--- src/rtl/ps2_scancode_rx_if.sv ---
// ----------------------------------------------------------------------------
// ps2_scancode_rx_if
// Key-event stream from the PS/2 scancode receiver to the scancode lookup.
//   out_valid : a key event is available at the head of the receive FIFO
//   out_ready : consumer takes the head event this cycle
//   out_code  : scancode of the head event
//   out_brk   : head event is a key release (F0-prefixed)
//   out_ext   : head event is an extended key (E0-prefixed)
// master = receiver side, slave = consumer side.
// ----------------------------------------------------------------------------
interface ps2_scancode_rx_if;
  logic       out_valid;
  logic       out_ready;
  logic [7:0] out_code;
  logic       out_brk;
  logic       out_ext;

  modport master (output out_valid, output out_code, output out_brk,
                  output out_ext, input out_ready);
  modport slave  (input out_valid, input out_code, input out_brk,
                  input out_ext, output out_ready);
endinterface

--- src/rtl/ps2_scancode_rx.sv ---
// ----------------------------------------------------------------------------
// ps2_scancode_rx
// PS/2 keyboard receiver: synchronises the raw PS/2 lines, deserialises
// 11-bit frames (start, 8 data LSB first, odd parity, stop), folds E0/F0
// prefixes into per-key flags and queues completed keys in a show-ahead FIFO.
// Ports:
//   clk, rst_n     : system clock, asynchronous active-low reset
//   ps2_clk_i      : raw PS/2 clock (asynchronous)
//   ps2_data_i     : raw PS/2 data (asynchronous)
//   out_if         : key-event stream (valid/ready, code, brk, ext)
//   overflow_o     : sticky, a key was dropped because the FIFO was full
//   frame_err_o    : one-cycle pulse on a bad frame or a mid-frame timeout
// ----------------------------------------------------------------------------
module ps2_scancode_rx #(
  parameter int FIFO_DEPTH     = 8,
  parameter int SYNC_STAGES    = 3,
  parameter int TIMEOUT_CYCLES = 50000
) (
  input  logic              clk,
  input  logic              rst_n,
  input  logic              ps2_clk_i,
  input  logic              ps2_data_i,
  ps2_scancode_rx_if.master out_if,
  output logic              overflow_o,
  output logic              frame_err_o
);

  localparam int AW = $clog2(FIFO_DEPTH);
  localparam int TW = $clog2(TIMEOUT_CYCLES + 1);
  localparam logic [TW-1:0] TMO_LAST = TW'(TIMEOUT_CYCLES - 1);

  typedef enum logic [1:0] {
    IDLE  = 2'd0,
    RECV  = 2'd1,
    CHECK = 2'd2
  } state_e;

  // Frame layout in the shift register: [9]=stop, [8]=parity, [7:0]=data.
  // Valid when the stop bit is 1 and data plus parity hold an odd number of 1s.
  function automatic logic frame_ok(input logic [9:0] frame);
    return frame[9] & (^frame[8:0]);
  endfunction

  // ---------------------------------------------------------------- sync
  logic [SYNC_STAGES-1:0] clk_sync_q;
  logic [SYNC_STAGES-1:0] data_sync_q;
  logic                   clk_prev_q;
  logic                   fall_s;
  logic                   data_s;

  // Synchroniser chains for both PS/2 lines plus the previous-clock flop.
  always_ff @(posedge clk or negedge rst_n) begin
    if (!rst_n) begin
      clk_sync_q  <= '0;
      data_sync_q <= '0;
      clk_prev_q  <= 1'b0;
    end else begin
      clk_sync_q  <= {clk_sync_q[SYNC_STAGES-2:0], ps2_clk_i};
      data_sync_q <= {data_sync_q[SYNC_STAGES-2:0], ps2_data_i};
      clk_prev_q  <= clk_sync_q[SYNC_STAGES-1];
    end
  end

  assign fall_s = clk_prev_q & ~clk_sync_q[SYNC_STAGES-1];
  assign data_s = data_sync_q[SYNC_STAGES-1];

  // ---------------------------------------------------------------- framer
  state_e        state_q, state_d;
  logic [3:0]    bit_cnt_q, bit_cnt_d;
  logic [9:0]    shift_q, shift_d;
  logic [TW-1:0] tmo_q, tmo_d;
  logic          brk_pend_q, brk_pend_d;
  logic          ext_pend_q, ext_pend_d;
  logic          frame_err_q, frame_err_d;
  logic          push_s;

  // Framer state, bit counter, shift register, timeout and prefix flags.
  always_ff @(posedge clk or negedge rst_n) begin
    if (!rst_n) begin
      state_q     <= IDLE;
      bit_cnt_q   <= 4'd0;
      shift_q     <= 10'd0;
      tmo_q       <= '0;
      brk_pend_q  <= 1'b0;
      ext_pend_q  <= 1'b0;
      frame_err_q <= 1'b0;
    end else begin
      state_q     <= state_d;
      bit_cnt_q   <= bit_cnt_d;
      shift_q     <= shift_d;
      tmo_q       <= tmo_d;
      brk_pend_q  <= brk_pend_d;
      ext_pend_q  <= ext_pend_d;
      frame_err_q <= frame_err_d;
    end
  end

  // Framer next-state: sampling on falling edges, timeout, frame check.
  always_comb begin
    state_d     = state_q;
    bit_cnt_d   = bit_cnt_q;
    shift_d     = shift_q;
    tmo_d       = tmo_q;
    brk_pend_d  = brk_pend_q;
    ext_pend_d  = ext_pend_q;
    frame_err_d = 1'b0;
    push_s      = 1'b0;
    case (state_q)
      IDLE: begin
        tmo_d = '0;
        // A high data bit on a falling edge is a false start and is ignored.
        if (fall_s && !data_s) begin
          state_d   = RECV;
          bit_cnt_d = 4'd1;
        end else begin
          state_d = IDLE;
        end
      end
      RECV: begin
        if (fall_s) begin
          tmo_d     = '0;
          shift_d   = {data_s, shift_q[9:1]};
          bit_cnt_d = bit_cnt_q + 4'd1;
          if (bit_cnt_q == 4'd10) begin
            state_d = CHECK;
          end else begin
            state_d = RECV;
          end
        end else if (tmo_q == TMO_LAST) begin
          // Keyboard stalled mid-frame: abandon it and any pending prefix.
          state_d     = IDLE;
          tmo_d       = '0;
          frame_err_d = 1'b1;
          brk_pend_d  = 1'b0;
          ext_pend_d  = 1'b0;
        end else begin
          tmo_d = tmo_q + TW'(1);
        end
      end
      CHECK: begin
        state_d = IDLE;
        if (frame_ok(shift_q)) begin
          if (shift_q[7:0] == 8'hF0) begin
            brk_pend_d = 1'b1;
          end else if (shift_q[7:0] == 8'hE0) begin
            ext_pend_d = 1'b1;
          end else begin
            push_s     = 1'b1;
            brk_pend_d = 1'b0;
            ext_pend_d = 1'b0;
          end
        end else begin
          frame_err_d = 1'b1;
          brk_pend_d  = 1'b0;
          ext_pend_d  = 1'b0;
        end
      end
      default: begin
        state_d = IDLE;
      end
    endcase
  end

  // ---------------------------------------------------------------- FIFO
  // Entry layout: [9]=ext, [8]=brk, [7:0]=code.
  logic [9:0]  mem_q [FIFO_DEPTH];
  logic [AW:0] wr_ptr_q, wr_ptr_d;
  logic [AW:0] rd_ptr_q, rd_ptr_d;
  logic        overflow_q, overflow_d;
  logic        empty_s, full_s, pop_s, wr_en_s;
  logic [9:0]  head_s;

  assign empty_s = (wr_ptr_q == rd_ptr_q);
  assign full_s  = (wr_ptr_q[AW] != rd_ptr_q[AW]) &&
                   (wr_ptr_q[AW-1:0] == rd_ptr_q[AW-1:0]);
  assign pop_s   = !empty_s && out_if.out_ready;
  // A pop in the same cycle frees the slot, so a push while full still fits.
  assign wr_en_s = push_s && (!full_s || pop_s);

  // FIFO pointer and overflow next-state.
  always_comb begin
    wr_ptr_d   = wr_ptr_q;
    rd_ptr_d   = rd_ptr_q;
    overflow_d = overflow_q;
    if (wr_en_s) begin
      wr_ptr_d = wr_ptr_q + (AW+1)'(1);
    end else begin
      wr_ptr_d = wr_ptr_q;
    end
    if (pop_s) begin
      rd_ptr_d = rd_ptr_q + (AW+1)'(1);
    end else begin
      rd_ptr_d = rd_ptr_q;
    end
    if (push_s && !wr_en_s) begin
      overflow_d = 1'b1;
    end else begin
      overflow_d = overflow_q;
    end
  end

  // FIFO pointers and sticky overflow flag.
  always_ff @(posedge clk or negedge rst_n) begin
    if (!rst_n) begin
      wr_ptr_q   <= '0;
      rd_ptr_q   <= '0;
      overflow_q <= 1'b0;
    end else begin
      wr_ptr_q   <= wr_ptr_d;
      rd_ptr_q   <= rd_ptr_d;
      overflow_q <= overflow_d;
    end
  end

  // FIFO storage; contents are qualified by the pointers so need no reset.
  always_ff @(posedge clk) begin
    if (wr_en_s) begin
      mem_q[wr_ptr_q[AW-1:0]] <= {ext_pend_q, brk_pend_q, shift_q[7:0]};
    end
  end

  assign head_s = mem_q[rd_ptr_q[AW-1:0]];

  // Show-ahead head entry, forced to zero while the FIFO is empty.
  always_comb begin
    out_if.out_code = 8'd0;
    out_if.out_brk  = 1'b0;
    out_if.out_ext  = 1'b0;
    if (!empty_s) begin
      out_if.out_code = head_s[7:0];
      out_if.out_brk  = head_s[8];
      out_if.out_ext  = head_s[9];
    end else begin
      out_if.out_code = 8'd0;
      out_if.out_brk  = 1'b0;
      out_if.out_ext  = 1'b0;
    end
  end

  assign out_if.out_valid = !empty_s;
  assign overflow_o       = overflow_q;
  assign frame_err_o      = frame_err_q;

endmodule

--- src/flat_wrapper.sv ---
// flat-port wrapper written by rule: the top's interface ports become plain ports
module ps2_scancode_rx_flat 
#(
  parameter int FIFO_DEPTH     = 8,
  parameter int SYNC_STAGES    = 3,
  parameter int TIMEOUT_CYCLES = 50000
)
  (clk, rst_n, ps2_clk_i, ps2_data_i, overflow_o, frame_err_o, out_if_out_valid, out_if_out_code, out_if_out_brk, out_if_out_ext, out_if_out_ready);
  ps2_scancode_rx_if out_if_i ();
  input  logic clk;
  input  logic rst_n;
  input  logic ps2_clk_i;
  input  logic ps2_data_i;
  output logic overflow_o;
  output logic frame_err_o;
  output wire logic [$bits(out_if_i.out_valid)-1:0] out_if_out_valid;
  output wire logic [$bits(out_if_i.out_code)-1:0] out_if_out_code;
  output wire logic [$bits(out_if_i.out_brk)-1:0] out_if_out_brk;
  output wire logic [$bits(out_if_i.out_ext)-1:0] out_if_out_ext;
  input wire logic [$bits(out_if_i.out_ready)-1:0] out_if_out_ready;
  assign out_if_out_valid = out_if_i.out_valid;
  assign out_if_out_code = out_if_i.out_code;
  assign out_if_out_brk = out_if_i.out_brk;
  assign out_if_out_ext = out_if_i.out_ext;
  assign out_if_i.out_ready = out_if_out_ready;
  ps2_scancode_rx #(.FIFO_DEPTH(FIFO_DEPTH), .SYNC_STAGES(SYNC_STAGES), .TIMEOUT_CYCLES(TIMEOUT_CYCLES)) u_core (.clk(clk), .rst_n(rst_n), .ps2_clk_i(ps2_clk_i), .ps2_data_i(ps2_data_i), .out_if(out_if_i), .overflow_o(overflow_o), .frame_err_o(frame_err_o));
endmodule
--- config.mk ---
export PLATFORM = sky130hd
export DESIGN_NAME = ps2_scancode_rx_flat
export DESIGN_NICKNAME = d
export VERILOG_FILES = /design/src/rtl/ps2_scancode_rx_if.sv /design/src/rtl/ps2_scancode_rx.sv /design/src/flat_wrapper.sv
export SDC_FILE = /design/constraint.sdc
export NUM_CORES = 1
export LEC_CHECK = 0
export ABC_CLOCK_PERIOD_IN_PS = 6400
export BUFFER_PORTS_ARGS = -buffer_cell sky130_fd_sc_hd__buf_2
export CORE_AREA = 2 2 69 136
export DETAILED_ROUTE_END_ITERATION = 10
export DIE_AREA = 0 0 71 138
export PLACE_DENSITY_LB_ADDON = 0.3
export SLEW_MARGIN = 20
export SYNTH_ARGS = -nofsm -noshare
export SYNTH_HDL_FRONTEND = slang
export SYNTH_SLANG_ARGS = --single-unit
--- constraint.sdc ---
create_clock -name clk -period 6.4 [get_ports clk]
set_clock_uncertainty 0.15 [all_clocks]
set_input_delay 1.28 -clock clk [delete_from_list [all_inputs] [get_ports clk]]
set_output_delay 1.28 -clock clk [all_outputs]
set_load 0.05 [all_outputs]
# Word-level counts from Yosys, hierarchy flattened
# Memories as Yosys holds them, arrays and structs flattened.
# Cells that the tools add are included.
dict set report word_totals {
  reg_bits 51
  out_inout_bits 13
  memories 1
  ramBits 80
}
dict set report op_classes {
  mux 34
  n_reduce_logical 18
  n_bitwise 3
  n_eq_ne 16
  n_addsub 4
}
# memory words width read_ports rd_clocked_by_memory_dff wr line
set mem_list {}
lappend mem_list {u_core.mem_q 8 10 1 0 1 ps2_scancode_rx.sv:166} ;# logic [9:0] mem_q [FIFO_DEPTH];
# op n
set ops {}
lappend ops {{two-way mux 16 bit} 2}
lappend ops {{case mux 16 bit (2 select lines)} 1}
lappend ops {{two-way mux 1 bit} 20}
lappend ops {{adder 16 x 1 -> 16 bit, second input constant} 1}
lappend ops {{equality test 16 bit, second input constant} 1}
lappend ops {{equality test 8 bit, second input constant} 2}
lappend ops {{adder 4 x 1 -> 4 bit, second input constant} 3}
lappend ops {{XOR reduction 9 bit} 1}
lappend ops {{two-way mux 4 bit} 2}
lappend ops {{two-way mux 8 bit} 1}
lappend ops {{case mux 4 bit (2 select lines)} 1}
lappend ops {{AND reduction 4 bit} 2}
lappend ops {{two-way mux 2 bit} 3}
lappend ops {{inequality test 2 x 1 -> 1 bit, second input constant} 3}
lappend ops {{case mux 1 bit (2 select lines)} 3}
lappend ops {{logical AND 1 bit} 5}
lappend ops {{equality test 4 bit} 1}
lappend ops {{equality test 4 bit, second input constant} 1}
lappend ops {{logical NOT 1 bit} 4}
lappend ops {{inequality test 4 bit, second input constant} 1}
lappend ops {{case mux 2 bit (2 select lines)} 1}
lappend ops {{nonzero test 2 bit} 2}
lappend ops {{equality test 3 bit} 1}
lappend ops {{inequality test 3 x 1 -> 1 bit, second input constant} 1}
lappend ops {{11 further kinds} 12}

# Longest topological paths before layout
dict set report depth {
  ltp_word 8
  ltp_mapped 8
  mapped_depth_nobuf 7
}

# Worst setup path after synthesis
# No wires, ideal clock.
dict set report synth_timing {
  path_kind {register to output}
  start {register u_core.rd_ptr_q[0]}
  end {output port out_if_out_code[0]}
  required_ns 4.970
  stages_incl_launch_ff 6
  setup_slack_ns 3.096
  t_arrival_ns 1.874
  cell_sequence {dfrtp_1 clkbuf_1 buf_2 mux4_2 mux2i_1 nor2_1}
}
dict set report synth_via {
  elab_chain_len 2
  elab_cells_between_ends 3
  classes_between {1 x eq/ne; 1 x mux; 1 x memory}
}
# element line
set synth_lines {}
lappend synth_lines {{start: declaration} ps2_scancode_rx.sv:168} ;# logic [AW:0] rd_ptr_q, rd_ptr_d;
lappend synth_lines {{start signal: assignment} ps2_scancode_rx.sv:210} ;# rd_ptr_q <= rd_ptr_d;
lappend synth_lines {{memory (8 x 10 bit) or equality test 4 bit (tied branches)} -}
lappend synth_lines {{two-way mux 8 bit *} ps2_scancode_rx.sv:229} ;# if (!empty_s) begin
lappend synth_lines {{end: declaration} flat_wrapper.sv:17} ;# output wire logic [$bits(out_if_i.out_code)-1:0] out_if_out_code;
# Mark *: on every way between the ends. The rest lies on a longest branch, timed or not.

# Worst setup path after layout
dict set report layout_timing {
  start {register u_core.rd_ptr_q[1]}
  end {output port out_if_out_code[2]}
}
# Same word-level chain as after synthesis.

==> qor_table.md <==
| Result | Reported | Unit |
|---|---|---|
| Drt drc | 0 | - |
| R2R Setup Slk | 3.02 | ns |
| Fraction of synthesis flops using an asynchronous set or reset pin | 38.9 | % |
| Vias in the first global route | 3,375 | - |
| Sequential element share of the synthesized area | 65.1 | % |
| Max transition margin | 25.2 | % |
| Nature of the critical path endpoint | output pin | - |
| Total power density per cell area | 374 | mW/mm2 |
| Postcts setup bufs | 0 | - |
| EDFF count, synth | 80 | - |
| Most common cell after layout, fill and taps aside | edfxtp_1 | - |
| Count of antenna diodes in the layout | 0 | - |
| Count of antenna-violating nets left after detailed routing | 0 | - |
| Overall track demand over capacity in global routing | 24.1 | % |
| Setup repair after global routing missed its margin | no | - |
| Number of nets in the synthesized netlist | 400 | - |
| CP Data Required Time | 4.97 | ns |
| Count of yosys warnings during synthesis | 0 | - |
| Total core area | 0.00889 | mm2 |
| Slew of the pin with the lowest slew margin | 1.12 | ns |
| # resized after CTS | 0 | - |
| Post-DP HPWL | 6.66 | mm |
| Status | finished clean | - |
| Worst endpoint data arrival time | 2.47 | ns |
| Num ports | 18 | - |
| Avg Synthesized Cell Area | 14.8 | um2 |
| Antenna violations before repair | 0 | - |
| Overall die area | 0.00980 | mm2 |
| Post-synthesis sequential element count | 131 | - |
| Routed vias | 3,268 | - |
| Worst vdd ir | 0.310 | mV |
| Number of buffers created by CTS | 17 | - |
| Internal power component | 1.69 | mW |
| Switching portion of total power | 29.6 | % |
| Clock tree from TritonCTS | done | - |
| Combinational fraction of design power | 18.9 | % |
| Global-route wire length before repair | 17.4 | mm |
| Commonest non-fill, non-tap cells in the layout | edfxtp_1, dfrtp_1, nand2_1 | - |
| Total of buffers placed on input and output ports | 17 | - |
| Count of hold buffers inserted by post-cts repair | 0 | - |
| Main synth FF type | edfxtp_1 | - |
| Drt first-iter violations | 402 | - |
| Clock sink total | 131 | - |
| Final Hold Violating Endpoints | 0 | - |
| Final critical delay including setup and external delays | 3.90 | ns |
| Count of mapped cells out of synthesis | 382 | - |
| Final critical-path share of the clock period | 60.9 | % |
| Achievable Freq | 257 | MHz |
| Switching Power | 0.713 | mW |
| Max-slew violations | 0 | - |
| Kind of critical path | register to output pin | - |
| Hold crit path type | register to register | - |
| Layout cells sized above 1 | 22.9 | % |
| Maximum capacitance violations | 0 | - |
| Type of element launching the critical path | register | - |
| Die Span X | 71 | um |
| Clock-pin slew of the registers on the worst-case setup and hold paths | 0.06 | ns |
| Height of the chip | 138 | um |
| Netlist area before placement | 0.00565 | mm2 |
| Total design power | 2.41 | mW |
| Clock H-tree levels | 4 | - |
| Clk buf depth | 2 | - |
| Setup total negative slack | 0 | ns |
| Overflow left after global routing | 0 | - |
| Routability congestion estimate from global placement | 0.889 | - |
| Clock power share | 39.2 | % |
| Final wirelength | 10.7 | mm |
| Static leakage power | 2.42 | nW |
| Critical path fanouts, max | 24 | - |
| Setup violation total in the final timing report | 0 | - |
| Pin count of the biggest net entering global routing | 52 | - |
| Average wire length per cell after detail routing | 20.4 | um |
| Reg power frac | 41.9 | % |
| Number of detailed-route iterations in the first pass | 5 | - |
| Library cell used as clock root buffer | clkbuf_16 | - |
| Number of library cell types mapped by synthesis | 52 | - |
| Synthesis-to-finish area growth | 14.0 | % |
| Number of placement rows | 49 | - |
| Starting utilization of the core area | 63.6 | % |
| Clock Latency Late Sink | 0.42 | ns |
| Post-layout net count | 429 | - |
| Routed via count divided by cell count | 6.21 | - |
power groups by stage:
stage | Sequential (mW) | Clock, mW | Combinational [mW]
3_3_place_gp | 1.02 | 0 | 0.449
3_5_place_dp | 1.03 | 0 | 0.457
4_1_cts | 1.01 | 0.957 | 0.461
6_report | 1.01 | 0.943 | 0.455
5_1_grt | 1.02 | 0.990 | 0.492
2_1_floorplan | 0.969 | 0 | 0.400
stage by stage:
stage / worst slack (ns) / instance area, um2 / instances / utilization, % / hold slack, ns
after global routing: 2.31 / 6440 / 526 / 72.5 / 0.205
after global placement: 3.01 / 5850 / 494 / 65.8 / 0.184
after floorplan: 3.10 / 5650 / 382 / - / 0.181
after CTS: 2.46 / 6430 / 526 / 72.4 / 0.198
final: 2.50 / 6440 / 526 / 72.5 / 0.195
after detailed placement: 2.91 / 5850 / 494 / 65.8 / 0.186
registers in the layout (all words and copies together), names as in the netlist:
name and flops:
u_core.mem_q 80, u_core.tmo_q 16, u_core.shift_q 10, u_core.bit_cnt_q 4
u_core.rd_ptr_q 4, u_core.wr_ptr_q 4, u_core.clk_sync_q 3, u_core.data_sync_q 3
u_core.state_q 2, u_core.brk_pend_q 1, u_core.clk_prev_q 1, u_core.ext_pend_q 1
u_core.frame_err_o 1, u_core.overflow_o 1
per-layer routing:
metal	vias to the layer above	global-route usage [%]	part of all wire [%]
met3	30	6.27	3.4
met2	81	42.5	57
met1	1652	26.7	36
met4	0	10.9	3.6
li1	1505	-	-
met5	-	0	0
Yosys cell counts, drive strengths merged, types with 2 or more instances:
cell type | count | share of area, %
nand3 | 8 | 0.71
mux2i | 12 | 2.1
a21oi | 11 | 0.97
ha | 13 | 2.9
xor2 | 9 | 1.4
or3 | 4 | 0.44
o21bai | 2 | 0.27
o21ai | 14 | 1.2
nand3b | 2 | 0.27
edfxtp | 80 | 43
or2 | 4 | 0.49
xnor2 | 7 | 1.1
mux4 | 20 | 8.0
a22o | 5 | 0.77
a31oi | 3 | 0.33
o22ai | 4 | 0.44
nor2b | 3 | 0.33
clkbuf | 9 | 0.60
dfrtp | 51 | 23
nor4 | 2 | 0.49
nor2 | 27 | 1.8
buf | 5 | 0.64
inv | 16 | 1.1
nand2 | 25 | 1.7
nand2b | 5 | 0.55
and3 | 3 | 0.33
mux2 | 8 | 1.6
nand4 | 6 | 0.66
nor3 | 6 | 0.53
worst max-delay path, cell delays in order (launching register included):
cell	delay, ns
dfrtp_1	1.03
xor2_1	0.21
nor4b_2	0.27
buf_4	0.24
nor2_1	0.07
buf_2	0.21
layout make-up:
| type | instances | area (um2) |
|---|---|---|
| clock buffers | 17 | 425 |
| clock inverters | 15 | 158 |
| fillers | 558 | 2450 |
| inverters | 16 | 60.1 |
| multi-input cells | 221 | 1860 |
| flip-flops and latches | 131 | 3680 |
| well taps | 102 | 128 |
| repair buffers | 24 | 138 |
final timing paths:
path	start	to	depth (start not counted)
min in group asynchronous	rst_n	u_core.tmo_q[9]	2
worst max register to register	u_core.shift_q[4]	u_core.mem_q[4][0]	7
max in group asynchronous	rst_n	u_core.shift_q[1]	2
worst min register to register	u_core.data_sync_q[1]	u_core.data_sync_q[2]	0
worst max-delay path	u_core.rd_ptr_q[1]	out_if_out_code[2]	5
worst min-delay path	u_core.data_sync_q[1]	u_core.data_sync_q[2]	0
kinds of logic after synthesis:
family          Yosys count  synth area share (%)
buf+inv                  30                  2.30
compound gates           51                  5.91
flops                   131                  65.1
mux                      40                  11.7
xor+xnor                 17                  2.88
fa+ha+maj                13                  2.88
simple gates            100                  9.23
Power figures use the tool's default switching activity.
